## config.mk

```make
export PLATFORM = sky130hd
export DESIGN_NAME = multicycle_ctrl
export DESIGN_NICKNAME = d
export VERILOG_FILES = /design/src/rtl/ctrl_pkg.sv /design/src/rtl/multicycle_ctrl_alu_op_decode.sv /design/src/rtl/multicycle_ctrl.sv
export SDC_FILE = /design/constraint.sdc
export NUM_CORES = 1
export LEC_CHECK = 0
export BUFFER_PORTS_ARGS = -buffer_cell sky130_fd_sc_hd__buf_2
export CORE_MARGIN = 3
export CORE_UTILIZATION = 36
export DETAILED_ROUTE_END_ITERATION = 10
export PLACE_DENSITY = 0.76
export SKIP_LAST_GASP = 1
export SYNTH_ARGS = -nofsm -noshare
export SYNTH_HDL_FRONTEND = slang
export SYNTH_SLANG_ARGS = --single-unit
```

## constraint.sdc

```tcl
create_clock -name clk -period 1.5 [get_ports clk]
set_input_delay 0.225 -clock clk [delete_from_list [all_inputs] [get_ports clk]]
set_output_delay 0.225 -clock clk [all_outputs]
set_load 0.05 [all_outputs]
```

## src/rtl/ctrl_pkg.sv

```systemverilog
`default_nettype none
// ctrl_pkg: shared encodings for the multicycle RV32I control FSM (ALU ops, states, opcodes, selects).
// rev 1.0
package ctrl_pkg;

  typedef enum logic [3:0] {
    ALU_ADD   = 4'b0000,
    ALU_SUB   = 4'b0001,
    ALU_SLL   = 4'b0010,
    ALU_SRL   = 4'b0011,
    ALU_SRA   = 4'b0100,
    ALU_SLT   = 4'b0101,
    ALU_SLTU  = 4'b0110,
    ALU_XOR   = 4'b0111,
    ALU_OR    = 4'b1000,
    ALU_AND   = 4'b1001,
    ALU_PASSB = 4'b1010
  } alu_op_t;

  typedef logic [2:0] state_t;
  localparam state_t S_IDLE   = 3'd0;
  localparam state_t S_FETCH  = 3'd1;
  localparam state_t S_DECODE = 3'd2;
  localparam state_t S_EXEC   = 3'd3;
  localparam state_t S_BRANCH = 3'd4;
  localparam state_t S_MEM    = 3'd5;
  localparam state_t S_WB     = 3'd6;
  localparam state_t S_HALT   = 3'd7;

  localparam logic [6:0] OPC_LOAD   = 7'b0000011;
  localparam logic [6:0] OPC_OPIMM  = 7'b0010011;
  localparam logic [6:0] OPC_AUIPC  = 7'b0010111;
  localparam logic [6:0] OPC_STORE  = 7'b0100011;
  localparam logic [6:0] OPC_OP     = 7'b0110011;
  localparam logic [6:0] OPC_LUI    = 7'b0110111;
  localparam logic [6:0] OPC_BRANCH = 7'b1100011;
  localparam logic [6:0] OPC_JALR   = 7'b1100111;
  localparam logic [6:0] OPC_JAL    = 7'b1101111;
  localparam logic [6:0] F7_ALT     = 7'b0100000;

  localparam logic [2:0] IMM_I = 3'd0;
  localparam logic [2:0] IMM_S = 3'd1;
  localparam logic [2:0] IMM_B = 3'd2;
  localparam logic [2:0] IMM_U = 3'd3;
  localparam logic [2:0] IMM_J = 3'd4;

  localparam logic [1:0] WB_ALUOUT = 2'd0;
  localparam logic [1:0] WB_MDR    = 2'd1;
  localparam logic [1:0] WB_ALUC   = 2'd2;

  localparam logic [1:0] A_RS1   = 2'd0;
  localparam logic [1:0] A_PC    = 2'd1;
  localparam logic [1:0] A_OLDPC = 2'd2;

  localparam logic [1:0] B_RS2  = 2'd0;
  localparam logic [1:0] B_IMM  = 2'd1;
  localparam logic [1:0] B_FOUR = 2'd2;

  // True when opcode/funct3/funct7 name a base RV32I instruction this core executes.
  function automatic logic instr_legal(input logic [6:0] opc, input logic [2:0] f3,
                                       input logic [6:0] f7);
    logic ok;
    ok = 1'b0;
    case (opc)
      OPC_OP:     ok = (f7 == 7'b0000000) ||
                       ((f7 == F7_ALT) && ((f3 == 3'b000) || (f3 == 3'b101)));
      OPC_OPIMM:  ok = (f3 == 3'b001) ? (f7 == 7'b0000000) :
                       (f3 == 3'b101) ? ((f7 == 7'b0000000) || (f7 == F7_ALT)) : 1'b1;
      OPC_LOAD:   ok = (f3 != 3'b011) && (f3 != 3'b110) && (f3 != 3'b111);
      OPC_STORE:  ok = (f3 <= 3'b010);
      OPC_BRANCH: ok = (f3[2:1] != 2'b01);
      OPC_JALR:   ok = (f3 == 3'b000);
      OPC_LUI, OPC_AUIPC, OPC_JAL: ok = 1'b1;
      default:    ok = 1'b0;
    endcase
    return ok;
  endfunction

endpackage
`default_nettype wire

```

## src/rtl/multicycle_ctrl_alu_op_decode.sv

```systemverilog
`default_nettype none
// alu_op_decode: combinational opcode/funct3/funct7[5] -> ALU operation for EXEC and BRANCH.
// rev 1.0
module alu_op_decode
  import ctrl_pkg::*;
(
  input  logic [6:0] i_opcode,
  input  logic [2:0] i_funct3,
  input  logic       i_funct7_5,
  output logic [3:0] o_alu_op
);

  always_comb begin
    o_alu_op = ALU_ADD;
    case (i_opcode)
      OPC_OP, OPC_OPIMM: begin
        case (i_funct3)
          // OP-IMM has no SUBI, so funct7[5] only selects SUB for register ops
          3'b000:  o_alu_op = (i_opcode == OPC_OP && i_funct7_5) ? ALU_SUB : ALU_ADD;
          3'b001:  o_alu_op = ALU_SLL;
          3'b010:  o_alu_op = ALU_SLT;
          3'b011:  o_alu_op = ALU_SLTU;
          3'b100:  o_alu_op = ALU_XOR;
          3'b101:  o_alu_op = i_funct7_5 ? ALU_SRA : ALU_SRL;
          3'b110:  o_alu_op = ALU_OR;
          default: o_alu_op = ALU_AND;
        endcase
      end
      OPC_BRANCH: begin
        case (i_funct3[2:1])
          2'b00:   o_alu_op = ALU_SUB;
          2'b10:   o_alu_op = ALU_SLT;
          2'b11:   o_alu_op = ALU_SLTU;
          default: o_alu_op = ALU_ADD;
        endcase
      end
      OPC_LUI: o_alu_op = ALU_PASSB;
      default: o_alu_op = ALU_ADD;
    endcase
  end

endmodule
`default_nettype wire

```

## src/rtl/multicycle_ctrl.sv

```systemverilog
`default_nettype none
// multicycle_ctrl: fetch/decode/execute/memory/writeback control FSM for the multicycle RV32I core.
// Optional feature macro: MC_ILLEGAL_TRAP_EN (undecodable instructions halt with a sticky flag). rev 1.0
module multicycle_ctrl
  import ctrl_pkg::*;
#(
  parameter int RESET_TO_FETCH = 1
) (
  input  logic        clk,
  input  logic        rst_n,
  input  logic        start,
  input  logic [31:0] instr,
  input  logic        alu_zero,
  input  logic        mem_ready,
  output logic        ir_wr,
  output logic        pc_wr,
  output logic        pc_src,
  output logic [3:0]  alu_op,
  output logic [1:0]  alu_a_sel,
  output logic [1:0]  alu_b_sel,
  output logic [2:0]  imm_sel,
  output logic        mem_req,
  output logic        mem_we,
  output logic        addr_sel,
  output logic        rf_we,
  output logic [1:0]  wb_sel,
  output logic        illegal
);

  localparam state_t RESET_STATE = (RESET_TO_FETCH != 0) ? S_FETCH : S_IDLE;

  state_t      r_state;
  state_t      w_next;
  logic [6:0]  w_opcode;
  logic [2:0]  w_funct3;
  logic [6:0]  w_funct7;
  logic [3:0]  w_dec_op;
  logic        w_legal;
  logic        w_taken;
  logic        w_unused;

  assign w_opcode = instr[6:0];
  assign w_funct3 = instr[14:12];
  assign w_funct7 = instr[31:25];
  assign w_legal  = instr_legal(w_opcode, w_funct3, w_funct7);
  assign w_unused = ^{instr[24:15], instr[11:7]};
  // funct3[2] flips the sense: EQ/NE taken on zero/!zero, LT/GE family on !zero/zero
  assign w_taken  = w_funct3[2] ? (alu_zero == w_funct3[0]) : (alu_zero != w_funct3[0]);

  alu_op_decode u_alu_op_decode (
    .i_opcode   (w_opcode),
    .i_funct3   (w_funct3),
    .i_funct7_5 (w_funct7[5]),
    .o_alu_op   (w_dec_op)
  );

  always_ff @(posedge clk or negedge rst_n) begin
    if (!rst_n) r_state <= RESET_STATE;
    else        r_state <= w_next;
  end

`ifdef MC_ILLEGAL_TRAP_EN
  logic r_illegal;
  always_ff @(posedge clk or negedge rst_n) begin
    if (!rst_n)                                 r_illegal <= 1'b0;
    else if (r_state == S_DECODE && !w_legal)   r_illegal <= 1'b1;
  end
  assign illegal = r_illegal;
`else
  assign illegal = 1'b0;
`endif

  always_comb begin
    w_next = r_state;
    case (r_state)
      S_IDLE:   if (start) w_next = S_FETCH;
      S_FETCH:  if (mem_ready) w_next = S_DECODE;
      S_DECODE: begin
        if (!w_legal) begin
`ifdef MC_ILLEGAL_TRAP_EN
          w_next = S_HALT;
`else
          w_next = S_FETCH;
`endif
        end else if (w_opcode == OPC_BRANCH) w_next = S_BRANCH;
        else if (w_opcode == OPC_JAL)        w_next = S_WB;
        else                                 w_next = S_EXEC;
      end
      S_EXEC:   w_next = (w_opcode == OPC_LOAD || w_opcode == OPC_STORE) ? S_MEM : S_WB;
      S_MEM:    if (mem_ready) w_next = (w_opcode == OPC_LOAD) ? S_WB : S_FETCH;
      S_WB,
      S_BRANCH: w_next = S_FETCH;
      S_HALT:   w_next = S_HALT;
      default:  w_next = RESET_STATE;
    endcase
  end

  // Outputs are forced low while rst_n is asserted so reset silences the port immediately.
  always_comb begin
    ir_wr     = 1'b0;
    pc_wr     = 1'b0;
    pc_src    = 1'b0;
    alu_op    = ALU_ADD;
    alu_a_sel = A_RS1;
    alu_b_sel = B_RS2;
    imm_sel   = IMM_I;
    mem_req   = 1'b0;
    mem_we    = 1'b0;
    addr_sel  = 1'b0;
    rf_we     = 1'b0;
    wb_sel    = WB_ALUOUT;
    if (rst_n) begin
      case (r_state)
        S_FETCH: begin
          mem_req   = 1'b1;
          alu_a_sel = A_PC;
          alu_b_sel = B_FOUR;
          ir_wr     = mem_ready;
          pc_wr     = mem_ready;
        end
        S_DECODE: begin
          alu_a_sel = A_OLDPC;
          alu_b_sel = B_IMM;
          imm_sel   = (w_opcode == OPC_JAL) ? IMM_J : IMM_B;
        end
        S_EXEC: begin
          alu_op = w_dec_op;
          case (w_opcode)
            OPC_OP:    alu_b_sel = B_RS2;
            OPC_STORE: begin alu_b_sel = B_IMM; imm_sel = IMM_S; end
            OPC_LUI:   begin alu_b_sel = B_IMM; imm_sel = IMM_U; end
            OPC_AUIPC: begin alu_a_sel = A_OLDPC; alu_b_sel = B_IMM; imm_sel = IMM_U; end
            default:   begin alu_b_sel = B_IMM; imm_sel = IMM_I; end
          endcase
        end
        S_BRANCH: begin
          alu_op = w_dec_op;
          pc_wr  = w_taken;
          pc_src = w_taken;
        end
        S_MEM: begin
          mem_req  = 1'b1;
          addr_sel = 1'b1;
          mem_we   = (w_opcode == OPC_STORE);
        end
        S_WB: begin
          rf_we = 1'b1;
          case (w_opcode)
            OPC_LOAD: wb_sel = WB_MDR;
            // jumps: ALUOut already holds the target, ALU recomputes OldPC+4 for rd
            OPC_JAL, OPC_JALR: begin
              pc_wr     = 1'b1;
              pc_src    = 1'b1;
              wb_sel    = WB_ALUC;
              alu_a_sel = A_OLDPC;
              alu_b_sel = B_FOUR;
            end
            default: wb_sel = WB_ALUOUT;
          endcase
        end
        default: ;
      endcase
    end
  end

endmodule
`default_nettype wire

```

==> out/results.txt <==
Number of flops mapped to enable cells by yosys = 0
Signed area change from the synthesized netlist to the final layout = 134.7%
Placed cells = 207
Status = complete, but fails checks
Total power divided by cell area = 1231 nW/um^2
Initial Utilization = 0.3850
Slowest stage cell, crit path = dfrtp_2
Clock Skew = 0.005191 ns
Overall Global Routing Usage = 0.2683
Number of flip-flops under the largest register name = 3
Netlist area before placement = 770.7 sq um
Total CTS buffers = 3
Start-to-end type of the worst setup path = register to primary output
Number of port buffers = 41
Number of sinks handled by clock tree synthesis = 3
Number of levels in the clock H-tree = 1
Category of cells accounting for the largest share of critical-path delay = simple AND/OR/NAND/NOR gates
Total buffers and inverters traversed by the critical path = 1
Routed vias/inst = 6.516
Via total after detailed routing = 1466
Worst hold path class = input pin to async pin
Die extent in y = 52.27 microns
CTS tree = built
Proportion of synthesized chip area in sequential cells = 0.09903
Vias in the first global route = 1285
Total inserted antenna cells = 0
Worst endpoint data arrival time = 1.66 ns
Final-report setup violation count = 23
First-pass GRT wire length = 5540 microns
Ys async rst share = 1.000
Detailed-placement wirelength estimate = 2251 microns
Placeable core region = 2002 sq um
Final Instance Count excl. Fillers = 225
Largest net degree at the start of global routing = 12
Final cycle utilization of the critical path = 1.256
Remaining design rule violation count = 0
Largest regs = r_state: 3 flops
CP Launch Type = register
Violated checks = negative setup slack
Initial antenna violation count = 0
Required time of the worst setup path = 1.27 ns
Aggregate routed wire length = 4977 microns
Worst-case setup slack after placement = -0.2878 ns
Number of iterations in the first detailed-routing pass = 5
Nets@finish = 236
Number of nets with antenna violations after detailed routing = 0
Die Outline Area = 2732 sq um
CP cell instances = nor3b_2, a21oi_2, nand2b_4, a21oi_4, nor2b_4, buf_6
Insertion delay of the later-clocked pin in the worst-skew pair = 0.25 ns
Layer with the highest usage = met2
Crit path capture type = primary output
Synthesized area per cell = 6.477 sq um
Final setup TNS = -5.709 ns
WL per Instance = 22.12 microns
Placement row count = 16
F_max = 530.6 MHz
M3 GR Usage = 0.03419
Count of filler cells inserted in the layout = 78
Maximum resistive drop on vdd = 0.001604 V
Clk root buf = clkbuf_4
Final global-route overflow total = 0
Maximum fanout along the worst path = 4
Global routing met1 resource utilization = 0.2935
Flip-flop cell with the highest count after synthesis = dfrtp_1
Post-layout worst setup margin = -0.3846 ns
Static power due to leakage = 0.7492 nW
Synth warnings = 0
Num ports = 58
Die Wd = 52.27 microns
Unrepaired setup endpoints after global routing = true
Reg with most FFs = r_state
Syn_nets = 156
Distinct cell type count of the synthesized netlist = 47
Commonest non-fill, non-tap cells in the layout = buf_4, buf_6, buf_2
Clock tree buffer depth = 2
Final worst hold slack = 0.06014 ns
Number of hold-slack violations in the final timing report = 0
Clock transition at path regs = 0.04 ns
Minimum clock period = 1.885 ns
Largest stage delay on the critical path = 0.44 ns
Met2 Use GR = 0.4916
Most common cell after layout, fill and taps aside = buf_4
Final Wtd Congestion = 0.8144
Max-cap violations = 0
Fraction of layout cells with a size suffix above 1 = 0.6768
Total count of max-transition violations in the final report = 0
Drt initial violations = 114
Number of standard cells after synthesis = 119
Seq cells post-synth = 3
[layer usage]
metal  share of wire  wire (microns)  up-vias
li1                -               -      593
met1            0.34            1693      665
met2            0.47            2319      163
met3            0.12             603       45
met4           0.073             361        0
met5               0               0        -
[cells in the mapped netlist, drive strengths merged (2+ instances only)]
| master | number | area (sq um) |
|---|---|---|
| nand3b | 2 | 15.01 |
| inv | 6 | 22.52 |
| clkbuf | 3 | 11.26 |
| nand2b | 4 | 25.02 |
| o21a | 2 | 15.01 |
| buf | 4 | 25.02 |
| o22ai | 2 | 12.51 |
| o21ai | 5 | 28.78 |
| o31ai | 2 | 15.01 |
| nor3 | 2 | 10.01 |
| o21bai | 2 | 15.01 |
| a21o | 2 | 15.01 |
| a211oi | 3 | 22.52 |
| dfrtp | 2 | 50.05 |
| or2 | 2 | 15.02 |
| nand2 | 8 | 30.03 |
| nor3b | 2 | 15.01 |
| nor2 | 14 | 52.55 |
| or4 | 2 | 15.01 |
| o41ai | 2 | 17.52 |
| a31oi | 2 | 12.51 |
| or3 | 2 | 13.77 |
| and3 | 2 | 12.51 |
| nor2b | 6 | 37.54 |
| a21oi | 13 | 65.06 |
| and2 | 3 | 18.77 |
| nand3 | 6 | 30.03 |
[power breakdown]
group          internal (mW)  switching, mW
Clock                  0.101         0.0569
Sequential             0.137         0.0852
Combinational          0.889          0.959
[area by class of cell]
class                   count  area (sq um)  area share
inverters                   6         28.78     0.01591
flip-flops and latches      3         78.83     0.04357
multi-input cells         103         913.4      0.5048
clock buffers               4         26.28     0.01452
well taps                  27         33.78     0.01867
repair buffers             82         728.2      0.4025
[metrics by stage]
step	utilization	instance area, sq um	total power [mW]
floorplan	-	969.7	0.9895
global placement	0.6925	1386	1.314
detailed placement	0.6925	1386	1.340
CTS	0.8319	1665	1.806
global route	0.9038	1809	2.301
finish	0.9038	1809	2.227
[final timing paths]
kind,slack [ns],to,cells past startpoint,startpoint
hold reg to reg,0.86,r_state[2],3,r_state[1]
setup reg to reg,-0.03,r_state[1],5,r_state[2]
hold / removal,0.06,r_state[0],1,rst_n
max in group asynchronous,0.82,r_state[2],2,rst_n
setup / recovery,-0.38,alu_op[0],6,r_state[1]
min in group clk,0.44,r_state[0],4,start
[cell families after synthesis]
group                  after synthesis  share of synthesized area
AO/OA/AOI/OAI                       41                     0.3539
XOR/XNOR                             2                    0.02273
buffers and inverters               13                    0.07629
flip-flops                           3                    0.09903
other                                1                   0.004865
AND/OR/NAND/NOR                     59                     0.4432
[what timing repair did]
action	4_1_cts	5_1_grt
gates cloned	0	0
gates resized for setup	58	24
endpoints found under the hold margin	2	0
setup buffers	7	7
pin swaps	9	8
setup endpoints to repair	22	23
hold buffers	1	0
(Power assumes the default switching activity.)
